--- src/rtl/lb_master_bridge.sv ---
// ---------------------------------------------------------------------------
// lb_master_bridge
//
// Local-bus initiator. Accepts one host command at a time on a valid/ready
// channel, issues a single-cycle lb read or write strobe, waits for the
// matching ack (or a timeout), then presents the result on a valid/ready
// response channel.
//
// Ports
//   clk, rst                  rising-edge clock, asynchronous active-high reset
//   cmd_valid/cmd_ready       command handshake
//   cmd_wr/cmd_addr/cmd_wdata command fields (wdata ignored for reads)
//   rsp_valid/rsp_ready       response handshake
//   rsp_rdata/rsp_err         read data (DEFAULT_DATA_VAL for writes and
//                             timeouts) and timeout flag
//   lb_wr_en/lb_rd_en         single-cycle strobes to the slave
//   lb_addr/lb_wr_data        held from the strobe until ack or timeout
//   lb_wr_valid/lb_rd_valid   acks from the slave; lb_rd_valid qualifies
//   lb_rd_data                read data from the slave
//   busy                      high whenever the bridge is not idle
// ---------------------------------------------------------------------------
module lb_master_bridge #(
  parameter int                   LB_DATA_W        = 32,
  parameter int                   LB_ADDR_W        = 16,
  parameter int                   TIMEOUT_CYCLES   = 256,
  parameter logic [LB_DATA_W-1:0] DEFAULT_DATA_VAL = 'hdeadbabe
) (
  input  logic                 clk,
  input  logic                 rst,
  input  logic                 cmd_valid,
  output logic                 cmd_ready,
  input  logic                 cmd_wr,
  input  logic [LB_ADDR_W-1:0] cmd_addr,
  input  logic [LB_DATA_W-1:0] cmd_wdata,
  output logic                 rsp_valid,
  input  logic                 rsp_ready,
  output logic [LB_DATA_W-1:0] rsp_rdata,
  output logic                 rsp_err,
  output logic                 lb_wr_en,
  output logic                 lb_rd_en,
  output logic [LB_ADDR_W-1:0] lb_addr,
  output logic [LB_DATA_W-1:0] lb_wr_data,
  input  logic                 lb_wr_valid,
  input  logic                 lb_rd_valid,
  input  logic [LB_DATA_W-1:0] lb_rd_data,
  output logic                 busy
);

  localparam int               CNT_W    = $clog2(TIMEOUT_CYCLES) + 1;
  localparam logic [CNT_W-1:0] CNT_LAST = CNT_W'(TIMEOUT_CYCLES - 1);
  localparam logic [CNT_W-1:0] CNT_MAX  = '1;

  typedef enum logic [1:0] {
    S_IDLE,
    S_ISSUE,
    S_WAIT,
    S_RESP
  } state_t;

  state_t               state, state_nxt;
  logic                 wr_q;
  logic [CNT_W-1:0]     cnt, cnt_nxt, cnt_inc;
  logic                 ack;
  logic                 load_cmd;
  logic                 load_rsp;
  logic [LB_DATA_W-1:0] rdata_nxt;
  logic                 err_nxt;

  // Only the ack matching the outstanding command type counts.
  assign ack     = wr_q ? lb_wr_valid : lb_rd_valid;
  // Saturating increment: the counter never wraps back into range.
  assign cnt_inc = (cnt == CNT_MAX) ? cnt : cnt + CNT_W'(1);

  // NOTE: every signal written here gets a default first, so no path through
  // the case statement can leave one unassigned and infer a latch.
  always_comb begin
    state_nxt = state;
    cnt_nxt   = cnt;
    load_cmd  = 1'b0;
    load_rsp  = 1'b0;
    rdata_nxt = DEFAULT_DATA_VAL;
    err_nxt   = 1'b0;
    cmd_ready = 1'b0;
    lb_wr_en  = 1'b0;
    lb_rd_en  = 1'b0;
    rsp_valid = 1'b0;
    busy      = 1'b1;

    case (state)
      S_IDLE: begin
        busy = 1'b0;
        // Ready is withheld while reset is held, even though state is IDLE.
        cmd_ready = ~rst;
        if (cmd_valid && cmd_ready) begin
          load_cmd  = 1'b1;
          state_nxt = S_ISSUE;
        end
      end

      S_ISSUE: begin
        lb_wr_en = wr_q;
        lb_rd_en = ~wr_q;
        cnt_nxt  = '0;
        if (ack) begin
          load_rsp  = 1'b1;
          rdata_nxt = wr_q ? DEFAULT_DATA_VAL : lb_rd_data;
          state_nxt = S_RESP;
        end else begin
          state_nxt = S_WAIT;
        end
      end

      S_WAIT: begin
        cnt_nxt = cnt_inc;
        // An ack in the expiry cycle takes priority over the timeout.
        if (ack) begin
          load_rsp  = 1'b1;
          rdata_nxt = wr_q ? DEFAULT_DATA_VAL : lb_rd_data;
          state_nxt = S_RESP;
        end else if (cnt_inc == CNT_LAST) begin
          load_rsp  = 1'b1;
          err_nxt   = 1'b1;
          state_nxt = S_RESP;
        end
      end

      S_RESP: begin
        rsp_valid = 1'b1;
        if (rsp_ready) begin
          state_nxt = S_IDLE;
        end
      end

      default: state_nxt = S_IDLE;
    endcase
  end

  // NOTE: sequential state uses non-blocking assignments so every flop
  // samples the pre-edge values, independent of statement order.
  always_ff @(posedge clk or posedge rst) begin
    if (rst) begin
      state <= S_IDLE;
      cnt   <= '0;
    end else begin
      state <= state_nxt;
      cnt   <= cnt_nxt;
    end
  end

  always_ff @(posedge clk or posedge rst) begin
    if (rst) begin
      wr_q       <= 1'b0;
      lb_addr    <= '0;
      lb_wr_data <= '0;
      rsp_rdata  <= DEFAULT_DATA_VAL;
      rsp_err    <= 1'b0;
    end else begin
      if (load_cmd) begin
        wr_q       <= cmd_wr;
        lb_addr    <= cmd_addr;
        lb_wr_data <= cmd_wdata;
      end
      // Response fields change only on entry to RESP, so they hold through
      // any amount of backpressure and ignore stray acks.
      if (load_rsp) begin
        rsp_rdata <= rdata_nxt;
        rsp_err   <= err_nxt;
      end
    end
  end

endmodule

--- config.mk ---
export PLATFORM = sky130hd
export DESIGN_NAME = lb_master_bridge
export DESIGN_NICKNAME = d
export VERILOG_FILES = /design/src/rtl/lb_master_bridge.sv
export SDC_FILE = /design/constraint.sdc
export NUM_CORES = 1
export LEC_CHECK = 0
export CORE_MARGIN = 1.5
export CORE_UTILIZATION = 39
export CTS_CLUSTER_DIAMETER = 100
export DETAILED_ROUTE_END_ITERATION = 8
export GPL_ROUTABILITY_DRIVEN = 0
export PLACE_DENSITY = 0.72
export SLEW_MARGIN = 0
export SYNTH_ARGS = -nofsm -noshare
export SYNTH_HDL_FRONTEND = slang
export SYNTH_SLANG_ARGS = --single-unit
--- constraint.sdc ---
create_clock -name clk -period 2.75 [get_ports clk]
set_clock_uncertainty 0.2 [all_clocks]
set_input_delay 0.275 -clock clk [delete_from_list [all_inputs] [get_ports clk]]
set_output_delay 0.275 -clock clk [all_outputs]
set_load 0.03 [all_outputs]
==> summary by stage, run 1 <==
Drt
Dividing the detail-routed via count by the number of cells gives 5.193. In the routed design, unresolved DRC markers number 0. After detailed routing, the average wire length per cell comes to 16.13 microns. The overall routed net length is 10710 microns. The DRC violation total after the first TritonRoute iteration is 114.

In this run the remaining antenna-violating nets after routing total 0. Before antenna repair, the detailed router went through 4 iterations. The total number of vias is 3448.

Final layout
The antenna diode instance count is 0. In the final design database the tool counted 611 nets. The share of post-route cells with drive strength above 1 is 0.2271.

Compared with the post-synthesis result, the final layout area differs by 47.69%. After routing the design area is 6312 sq um.

CTS
Gates resized during post-CTS repair numbered 0. Clock tree synthesis found a total of 93 sinks. Post-CTS timing repair inserted 0 buffers for setup. The TritonCTS buffer count is 9. The number of hold buffers added after CTS was 0. TritonCTS built the clock tree.

The tree is rooted in a clkbuf_8. The level count of the clock H-tree is 3. Clock-pin slew was measured on the worst setup and hold paths at 0.09 ns. The maximum buffer depth of the clock tree is 2. The insertion delay of the later-clocked pin in the worst-skew pair is 0.37 ns.

Pwr
The maximum ir drop on the vdd rail is 620.0 uV. The power per standard cell area is 1135 nW/um^2. The switching fraction of total power is 0.4193. The static leakage is 2.527 nW. Of the total power, registers draw 0.323. The internal power of the cells totals 4.160 mW. The power share of the clock group is 0.126. The share of total power dissipated in combinational logic is 0.551. The analysis attributes to net switching a power of 3.004 mW. The completed layout was analyzed and its total power is 7.164 mW.

Worst setup path
For the worst setup path, the data required time is 2.28 ns. Traced cell by cell, the critical path runs through inv_1, ha_1, inv_1, nor2_1, clkdlybuf4s50_1. STA classifies the critical path startpoint as a register.

The cell family contributing the most delay on the critical path is buffers and inverters. The worst setup path is of the reg -> out kind. The worst stage delay on the critical path is 0.71 ns.

The cell that appears most often on the critical path is inv_1. Among all stages on the critical path, the largest delay is contributed by clkdlybuf4s50_1. The critical path capture point type is a primary output. STA puts the critical path data arrival time at 2.10 ns. The combined buffer and inverter count along the critical path is 3. In this run the worst path has a maximum fanout of 4.

Die
The number of top-level pins is 173. The placeable core area is 10750 sq um. The die covers 11600 sq um. In this run the core area contains 38 standard-cell rows.

Measured along the x axis, the die boundary spans 107.7 microns. For this configuration, the core starts out at a cell density of 0.3978. The height of the chip is 107.7 microns.

Place
Once detailed placement completed, the half-perimeter wirelength came to 7617 microns. The count of input and output buffers is 172. The total placed instance area is 6121 sq um. The placement-stage worst setup slack is 0.5069 ns.

Logic synthesis
The number of library cell types mapped by synthesis is 49. The share of the synthesized area in compound gates (AO/OA/AOI/OAI) is 0.1762. For this run, the register share of the synthesized area comes to 0.5509.

The area fraction of the dominant cell type after synthesis is 0.4157. The total nets after synthesis is 443. The simple-gate share of the synthesized area is 0.08021. For this run, the leading register cell type out of synthesis is dfrtp_1. The multiplexer area fraction after synthesis is 0.1367. By area the synthesized netlist is led by dfrtp_1 42%, dfstp_2 14%, mux2_2 13%. The warning count from the yosys run is 0. The number of instances in the synthesized netlist is 351. The area share of xor/xnor cells in the synthesized design is 0.004098. After synthesis the netlist holds a flip-flop and latch count of 93. The main combinational cell family by area after synthesis is compound AO/OA/AOI/OAI gates. The number of enable-type register cells in the synthesized netlist is 0. The netlist area before placement is 4274 sq um. Dividing the synthesized area by the synthesized cell count gives 12.18 sq um. The largest total area in the synthesized netlist belongs to dfrtp_1.

The adder and majority gate portion of the synthesized area is 0.01464. For this run, asynchronously set or reset flops after synthesis account for 1.000.

Timing
The number of max-slew violations in the final report was 0. The worst pin sits at a relative slew slack of 0.5732. The least setup slack across all paths after layout is 0.1787 ns.

The final number of hold-violating endpoints is 0. Summed over all failing endpoints, the final setup total negative slack is 0 ns. The number of failing setup endpoints in the final timing report is 0. The routed design could run at a clock period as short as 2.571 ns. The actual slew at the worst max-slew pin is 0.6378 ns. Based on the critical path, the design can be clocked at up to 388.9 MHz. The final hold slack is 0.2488 ns.

The final worst-path cycle share is 0.9350. Setup repair after global routing left no endpoint under its margin.

Global route
The via count of the first global-routing pass came to 3473. The number of antenna violations at the first check in global routing is 0. The pin count of the biggest net entering global routing is 52. For this run, the total global-route usage over all layers was measured as 0.1912.

The global-route wire length before repair is 17160 microns. After global routing the overflow that remains totals 0.

Worst hold path
The worst min-delay path category is in -> async.

Status
The flow ran to the end, and the final reports show no timing, DRC or antenna violations.

Run
The number of maximum-capacitance constraint violations is 0.
-- registers in the layout, indices dropped and copies added, names as in the netlist --
name,count
state,2
rsp_rdata,32
rsp_err,1
wr_q,1
lb_wr_data,32
cnt,9
lb_addr,16
-- tightest hold or removal path, cell delays in order --
cell	delay, ns
clkdlybuf4s50_1	0.47
clkinvlp_4	0.10
buf_4	0.44
-- area by class of cell --
cell class	instances	area (sq um)
Clock buffer	10	127.6
Clock inverter	6	63.81
Fill cell	925	4433
Inverter	6	26.28
Multi-Input combinational cell	228	1763
Sequential cell	93	2355
Tap cell	140	175.2
Timing Repair Buffer	181	1802
-- cell usage after synthesis (all sizes together) (6+ instances only) --
master	number
dfrtp	71
mux2	51
nor2	26
a211oi	22
dfstp	22
o22ai	22
nand2	18
a21oi	13
buf	13
clkbuf	11
o211ai	11
a22oi	10
o21ai	8
inv	6
-- per-stage QoR --
stage,util,cells
2_1_floorplan,-,351
3_3_place_gp,0.5696,648
3_5_place_dp,0.5696,648
4_1_cts,0.5874,664
5_1_grt,0.5874,664
6_report,0.5874,664
-- cell usage in the layout (no fill, tap or decap), types with 8 or more instances in the layout --
master             n
clkdlybuf4s50_1  172
dfrtp_1           71
mux2_2            51
nor2_1            26
a211oi_1          22
o22ai_1           22
dfstp_2           22
nand2_1           17
a21oi_1           12
o211ai_2          10
a22oi_1           10
clkbuf_8           9
buf_4              8
-- logic make-up after synthesis --
family,after synthesis
xor gates and xnor gates,2
muxes,52
adders and majority gates,5
buffers and inverters,30
DFF,93
and+or+nand+nor,68
AOI/OAI and AO/OA,101
-- power groups by stage --
stage	Combinational, mW	Sequential [mW]	Clock, mW
floorplan	1.47	3.32	0
global placement	3.91	2.31	0
detailed placement	3.97	2.35	0
CTS	3.99	2.32	0.941
global route	4.23	2.40	0.994
finish	3.95	2.32	0.900
-- path summary, 6_finish.rpt --
kind,from,to,slack (ns),depth (start not counted)
max,state[0],cmd_ready,0.18,5
min,rst,lb_wr_data[16],0.25,3
max reg2reg,cnt[0],rsp_rdata[17],0.50,6
min reg2reg,lb_wr_data[26],lb_wr_data[26],0.31,1
max in group asynchronous,rst,cnt[1],1.62,3
min in group clk,cmd_addr[13],lb_addr[13],0.30,2
-- layer usage --
| metal | wire length [microns] | part of all wire | track usage | up-vias |
|---|---|---|---|---|
| met5 | 0 | 0 | 0 | - |
| met4 | 119 | 0.011 | 0.05921 | 0 |
| met3 | 851 | 0.079 | 0.07385 | 11 |
| met2 | 5312 | 0.50 | 0.3098 | 112 |
| met1 | 4427 | 0.41 | 0.2355 | 1691 |
| li1 | - | - | - | 1634 |
(Power assumes the default switching activity.)
==> inputs of run 2 (changes only) <==
--- a/config.mk
+++ b/config.mk
@@ -9,7 +9,6 @@
 export CORE_UTILIZATION = 39
 export CTS_CLUSTER_DIAMETER = 100
 export DETAILED_ROUTE_END_ITERATION = 8
-export GPL_ROUTABILITY_DRIVEN = 0
 export PLACE_DENSITY = 0.72
 export SLEW_MARGIN = 0
 export SYNTH_ARGS = -nofsm -noshare
==> results of run 2 <==
The final DEF is identical to that of run 1; final timing and power are the same.
